--- config.mk ---
export PLATFORM = sky130hd
export DESIGN_NAME = pwl_table_loader
export DESIGN_NICKNAME = d
export VERILOG_FILES = /design/src/rtl/pwl_table_loader_pkg.sv /design/src/rtl/pwl_table_loader_order_check.sv /design/src/rtl/pwl_table_loader.sv
export SDC_FILE = /design/constraint.sdc
export NUM_CORES = 2
export LEC_CHECK = 0
export CORE_UTILIZATION = 50
export CTS_CLUSTER_SIZE = 20
export DETAILED_ROUTE_END_ITERATION = 6
export PLACE_DENSITY_LB_ADDON = 0.1
export RECOVER_POWER = 50
export SYNTH_ARGS = -nofsm -noshare
export SYNTH_HDL_FRONTEND = slang
export SYNTH_HIERARCHICAL = 1
export SYNTH_SLANG_ARGS = --single-unit
--- constraint.sdc ---
create_clock -name clk -period 2.35 [get_ports clk]
set_input_delay 0.3525 -clock clk [delete_from_list [all_inputs] [get_ports clk]]
set_output_delay 0.3525 -clock clk [all_outputs]
set_load 0.01 [all_outputs]
--- src/rtl/pwl_table_loader_pkg.sv ---
// Shared constants and types for the PWL coefficient table loader.
// Stream layout: x1..x8 at words 0..7, then interleaved m/c pairs
// (m1 at word 8, c1 at word 9, m2 at word 10, ...).
package pwl_pkg;

    localparam int NBRK      = 8;
    localparam int NSEG      = 9;
    localparam int NWORDS    = NBRK + 2 * NSEG;

    localparam int X_BASE    = 0;
    localparam int M_BASE    = NBRK;
    localparam int C_BASE    = NBRK + 1;
    localparam int MC_STRIDE = 2;

    typedef enum logic [2:0] {
        ST_IDLE,
        ST_LOAD,
        ST_DRAIN,
        ST_CHECK,
        ST_COMMIT,
        ST_ERR
    } state_t;

    localparam logic [1:0] ERR_NONE       = 2'd0;
    localparam logic [1:0] ERR_EARLY_LAST = 2'd1;
    localparam logic [1:0] ERR_NO_LAST    = 2'd2;
    localparam logic [1:0] ERR_ORDER      = 2'd3;

    // Stream index of slope m<seg> (seg counts from 1).
    function automatic int m_idx(input int seg);
        return M_BASE + MC_STRIDE * (seg - 1);
    endfunction

    // Stream index of intercept c<seg> (seg counts from 1).
    function automatic int c_idx(input int seg);
        return C_BASE + MC_STRIDE * (seg - 1);
    endfunction

endpackage

--- src/rtl/pwl_table_loader_order_check.sv ---
// Sequential breakpoint order checker: after start_i it examines one
// adjacent pair per cycle (x[k+1] > x[k], signed, strict) and reports
// pass_o on the last pair or fail_o on the first bad pair.
module pwl_order_check
    import pwl_pkg::*;
#(
    parameter int WIDTH = 32
) (
    input  logic                    clk,
    input  logic                    rst_n,
    input  logic                    start_i,
    input  logic signed [WIDTH-1:0] x_i [NBRK],
    output logic                    pass_o,
    output logic                    fail_o
);

    // k_q holds the zero-based index of the lower breakpoint of the pair
    logic       active_q;
    logic [2:0] k_q;
    logic       ok;

    assign ok     = x_i[k_q + 3'd1] > x_i[k_q];
    assign pass_o = active_q && ok && (k_q == 3'(NBRK - 2));
    assign fail_o = active_q && !ok;

    // Walk the pairs one per cycle, stopping on the first failure or the last pair
    always_ff @(posedge clk) begin
        if (!rst_n) begin
            active_q <= 1'b0;
            k_q      <= 3'd0;
        end else if (start_i) begin
            active_q <= 1'b1;
            k_q      <= 3'd0;
        end else if (active_q) begin
            if (!ok || (k_q == 3'(NBRK - 2))) begin
                active_q <= 1'b0;
            end else begin
                k_q <= k_q + 3'd1;
            end
        end
    end

endmodule

--- src/rtl/pwl_table_loader.sv ---
// PWL coefficient table loader: stages a 26-word stream in a shadow bank
// and commits it atomically to the active bank that feeds the selector.
// Optional feature macro: PWL_ORDER_CHECK_EN (strict ascending breakpoint
// check before commit; without it any breakpoint order is committed).
module pwl_table_loader
    import pwl_pkg::*;
#(
    parameter int WIDTH = 32
) (
    input  logic                    clk,
    input  logic                    rst_n,
    input  logic                    s_valid,
    output logic                    s_ready,
    input  logic signed [WIDTH-1:0] s_data,
    input  logic                    s_last,
    output logic signed [WIDTH-1:0] x1, x2, x3, x4, x5, x6, x7, x8,
    output logic signed [WIDTH-1:0] m1, m2, m3, m4, m5, m6, m7, m8, m9,
    output logic signed [WIDTH-1:0] c1, c2, c3, c4, c5, c6, c7, c8, c9,
    output logic                    table_valid,
    output logic                    busy,
    output logic                    err,
    output logic [1:0]              err_code
);

    state_t                  state_q, state_d;
    logic [4:0]              count_q, count_d;
    logic [1:0]              err_code_q, err_code_d;
    logic                    s_ready_q, busy_q, err_q, table_valid_q;
    logic                    wr_en;
    logic                    accept;
    logic signed [WIDTH-1:0] shadow_q [NWORDS];
    logic signed [WIDTH-1:0] active_q [NWORDS];

    assign accept = s_valid && s_ready_q;

`ifdef PWL_ORDER_CHECK_EN
    logic                    chk_start, chk_pass, chk_fail;
    logic signed [WIDTH-1:0] brk [NBRK];

    // Present the staged breakpoints to the order checker
    always_comb begin
        for (int i = 0; i < NBRK; i++) begin
            brk[i] = shadow_q[X_BASE + i];
        end
    end

    assign chk_start = (state_q == ST_LOAD) && (state_d == ST_CHECK);

    pwl_order_check #(
        .WIDTH (WIDTH)
    ) u_order_check (
        .clk     (clk),
        .rst_n   (rst_n),
        .start_i (chk_start),
        .x_i     (brk),
        .pass_o  (chk_pass),
        .fail_o  (chk_fail)
    );
`endif

    // Next-state, word counter and error-cause decode
    always_comb begin
        state_d    = state_q;
        count_d    = count_q;
        err_code_d = err_code_q;
        wr_en      = 1'b0;
        case (state_q)
            ST_IDLE: begin
                if (accept) begin
                    wr_en   = 1'b1;
                    count_d = 5'd1;
                    if (s_last) begin
                        state_d    = ST_ERR;
                        err_code_d = ERR_EARLY_LAST;
                    end else begin
                        state_d = ST_LOAD;
                    end
                end
            end
            ST_LOAD: begin
                if (accept) begin
                    wr_en   = 1'b1;
                    count_d = count_q + 5'd1;
                    if (count_q == 5'(NWORDS - 1)) begin
                        if (s_last) begin
`ifdef PWL_ORDER_CHECK_EN
                            state_d = ST_CHECK;
`else
                            state_d = ST_COMMIT;
`endif
                        end else begin
                            state_d    = ST_DRAIN;
                            err_code_d = ERR_NO_LAST;
                        end
                    end else if (s_last) begin
                        state_d    = ST_ERR;
                        err_code_d = ERR_EARLY_LAST;
                    end
                end
            end
            ST_DRAIN: begin
                // Surplus words are swallowed until the stream closes
                if (accept && s_last) begin
                    state_d = ST_ERR;
                end
            end
            ST_CHECK: begin
`ifdef PWL_ORDER_CHECK_EN
                if (chk_fail) begin
                    state_d    = ST_ERR;
                    err_code_d = ERR_ORDER;
                end else if (chk_pass) begin
                    state_d = ST_COMMIT;
                end
`else
                state_d = ST_IDLE;
`endif
            end
            ST_COMMIT: begin
                state_d = ST_IDLE;
                count_d = 5'd0;
            end
            ST_ERR: begin
                state_d = ST_IDLE;
                count_d = 5'd0;
            end
            default: begin
                state_d = ST_IDLE;
                count_d = 5'd0;
            end
        endcase
    end

    // State, registered handshake/status outputs, shadow staging and atomic commit
    always_ff @(posedge clk) begin
        if (!rst_n) begin
            state_q       <= ST_IDLE;
            count_q       <= 5'd0;
            err_code_q    <= ERR_NONE;
            s_ready_q     <= 1'b0;
            busy_q        <= 1'b0;
            err_q         <= 1'b0;
            table_valid_q <= 1'b0;
            for (int i = 0; i < NWORDS; i++) begin
                shadow_q[i] <= '0;
                active_q[i] <= '0;
            end
        end else begin
            state_q    <= state_d;
            count_q    <= count_d;
            err_code_q <= err_code_d;
            s_ready_q  <= (state_d == ST_IDLE) || (state_d == ST_LOAD) || (state_d == ST_DRAIN);
            busy_q     <= (state_d != ST_IDLE);
            err_q      <= (state_d == ST_ERR);
            if (wr_en) begin
                shadow_q[count_q] <= s_data;
            end
            if (state_q == ST_COMMIT) begin
                active_q      <= shadow_q;
                table_valid_q <= 1'b1;
            end
        end
    end

    assign s_ready     = s_ready_q;
    assign busy        = busy_q;
    assign err         = err_q;
    assign err_code    = err_code_q;
    assign table_valid = table_valid_q;

    assign x1 = active_q[X_BASE + 0];
    assign x2 = active_q[X_BASE + 1];
    assign x3 = active_q[X_BASE + 2];
    assign x4 = active_q[X_BASE + 3];
    assign x5 = active_q[X_BASE + 4];
    assign x6 = active_q[X_BASE + 5];
    assign x7 = active_q[X_BASE + 6];
    assign x8 = active_q[X_BASE + 7];

    assign m1 = active_q[m_idx(1)];
    assign m2 = active_q[m_idx(2)];
    assign m3 = active_q[m_idx(3)];
    assign m4 = active_q[m_idx(4)];
    assign m5 = active_q[m_idx(5)];
    assign m6 = active_q[m_idx(6)];
    assign m7 = active_q[m_idx(7)];
    assign m8 = active_q[m_idx(8)];
    assign m9 = active_q[m_idx(9)];

    assign c1 = active_q[c_idx(1)];
    assign c2 = active_q[c_idx(2)];
    assign c3 = active_q[c_idx(3)];
    assign c4 = active_q[c_idx(4)];
    assign c5 = active_q[c_idx(5)];
    assign c6 = active_q[c_idx(6)];
    assign c7 = active_q[c_idx(7)];
    assign c8 = active_q[c_idx(8)];
    assign c9 = active_q[c_idx(9)];

endmodule

==> flow_metrics.env <==
export IMPL_setup_viol=0
export IMPL_rows=125
export IMPL_synth_flop_cell="dfxtp_1"
export IMPL_cp_arrival_ps=2820
export IMPL_dieArea_um2=120000
export IMPL_hold_buffers=0
export IMPL_max_stage_delay_ps=810
export IMPL_syn2layout_area_growth_pct=26.3
export IMPL_synth_seq_cells=1678
export IMPL_tritoncts="done"
export IMPL_cp_max_fo=32
export IMPL_ios=874
export IMPL_holdPathStages=3
export IMPL_routed_wl_mm=204
export IMPL_synthTopCellsByArea="dfxtp_1, nand2_1, mux2i_1"
export IMPL_cts_setup_buffers=0
export IMPL_vias=48800
export IMPL_synth_most_common_cell="nand2_1"
export IMPL_initial_utilization=0.507
export IMPL_async_flop_share=0
export IMPL_cp_slowest_cell="nor3b_1"
export IMPL_core_um2=117000
export IMPL_cts_max_level=4
export IMPL_cts_resized=0
export IMPL_drt_pass1_iterations=7
export IMPL_final_nets=7252
export IMPL_drv_slew=0
export IMPL_setup_tns_ps=0
export IMPL_syn_cell_area_um2=59200
export IMPL_clock_sinks=1678
export IMPL_maxCapViolations=0
export IMPL_dp_cells=8567
export IMPL_failed_checks="DRC"
export IMPL_fin_area_um2=74800
export IMPL_synthesis_nets=6585
export IMPL_clk_pin_slew_ps=60
export IMPL_rsz0062_at_grt="no"
export IMPL_nFillCells=9766
export IMPL_wl_per_cell_um=22.9
export IMPL_synthDistinctLibCells=38
export IMPL_cts_buffer_depth=3
export IMPL_power_density_nw_per_um2=774
export IMPL_fin_crit_sh=0.942
export IMPL_reg2reg_depth=4
export IMPL_antenna_found_initial=3
export IMPL_drtIter0Drc=4504
export IMPL_vias_per_cell=5.49
export IMPL_root_buffer="clkbuf_16"
export IMPL_path_class="flip-flop to flip-flop"
export IMPL_hold_viol=0
export IMPL_grt_first_pass_wirelength_mm=296
export IMPL_synth_edf_count=0
export IMPL_largest_reg_flops=832
export IMPL_worst_pin_slew_ps=944
export IMPL_grt_max_degree=164
export IMPL_drive_gt1_frac=0.0661
export IMPL_antenna_left=0
export IMPL_layout_min_cycle_time_ps=2210
export IMPL_cp_required_ps=2950
export IMPL_grtUsageTotal=0.327
export IMPL_fmax_ghz=0.452
export IMPL_die_h_um=346
export IMPL_yosysTopAreaCell="dfxtp_1"
export IMPL_cts_buffers=167
export IMPL_cp_depth=4
export IMPL_start_kind="flip-flop"
export IMPL_synth_warnings=6
export IMPL_ir_drop_mv=0.683
export IMPL_top_register="shadow_q"
export IMPL_path_buf_inv=1
export IMPL_drc=6
export IMPL_stdcell_count=8879
export IMPL_place_area_um2=69600
export IMPL_hpwl_mm=127
export IMPL_grt_pass1_vias=45100
export IMPL_relSlewSlack=0.371
export IMPL_synth_avg_cell_area_um2=9.04
export IMPL_min_path_type="primary input to flip-flop"
export IMPL_synth_commonest_cells="nand2_1, dfxtp_1, a21oi_1, mux2i_1, clkbuf_1"
export IMPL_clk_latency_ps=780
export IMPL_io_buffers=873
export IMPL_crit_chain="nor3b_1 -> nand3_2 -> buf_4 -> mux2i_1"
export IMPL_gr_total_overflow=0
export IMPL_cellLeakagePower_uw=0.0307
export IMPL_hold_ws_ps=53.7
export IMPL_path_delay_family="simple AND/OR/NAND/NOR gates"
export IMPL_status="finished with violations"
export IMPL_skew_ps=29.3
export IMPL_place_gp_congestion=0.840
export IMPL_yosysSeqAreaShare=0.568
export IMPL_syn_inst=6545
export IMPL_die_w_um=346
export IMPL_critPathCaptureType="flip-flop"
export IMPL_yosysTopAreaCellShare=0.568
worst register-to-register path, delay by kind of cell (launching register included):
family	cells	cell delay, ps
mux	1	220
flops	1	580
simple gates	2	940
buf+inv	1	330
cell families after synthesis:
kind of cell             count (synthesis)  synth area share
AO/OA/AOI/OAI                          913            0.0777
flip-flops                            1678             0.568
AND/OR/NAND/NOR                       2596             0.171
adder cells (fa/ha/maj)                  4          0.000846
buffers and inverters                  551            0.0474
multiplexers                           803             0.136
layout by cell type (no fill, tap or decap), types with 18 or more instances in the layout:
cell and count:
nand2_1 2468, buf_12 58, clkdlybuf4s50_1 872, clkbuf_8 50, a21oi_1 871, clkinv_2 27
clkbuf_4 18, mux2i_1 803, o21ai_0 33, clkbuf_1 42, nand2_2 32, buf_4 70
clkbuf_16 173, nand3_1 48, dfxtp_1 1678
area by class of cell:
cell class,count,area (um^2),area share
antenna,3,7.51,0.000100
tap,1524,1910,0.0255
multi-input combinational,4316,22800,0.305
clock inverter,48,527,0.00705
timing repair buffer,1042,10700,0.144
sequential,1678,33600,0.449
inverter,7,33.8,0.000452
clock buffer,261,5160,0.0690
power breakdown:
part | switching, uW | internal (uW) | leakage [uW] | total, uW
logic | 1570 | 412 | 0.0144 | 1980
clock network | 11400 | 16000 | 0.00281 | 27400
registers | 37.4 | 28500 | 0.0135 | 28500
total | 13000 | 44900 | 0.0307 | 57900
stage by stage:
step	worst slack [ps]	power (uW)	utilization
after detailed placement	94.5	31100	0.595
after global placement	124	31100	0.595
final	137	57900	0.640
after CTS	98.7	58100	0.644
after floorplan	673	30100	-
after global routing	55.8	59400	0.640
metal layers:
metal  global-route usage  wire length (um)  part of all wire
met5                    0                13          0.000064
met4                0.170             10800             0.053
met3               0.0483             13800             0.068
met2                0.526             94800              0.47
met1                0.427             84300              0.41
worst paths after layout:
path / from / endpoint / slack [ps]
max: count_q[2] / shadow_q[589] / 140
min: rst_n / shadow_q[812] / 50
max reg2reg: count_q[2] / shadow_q[589] / 140
min reg2reg: shadow_q[756] / x3[20] / 440
Note: power is estimated with default switching activity, not from simulation.
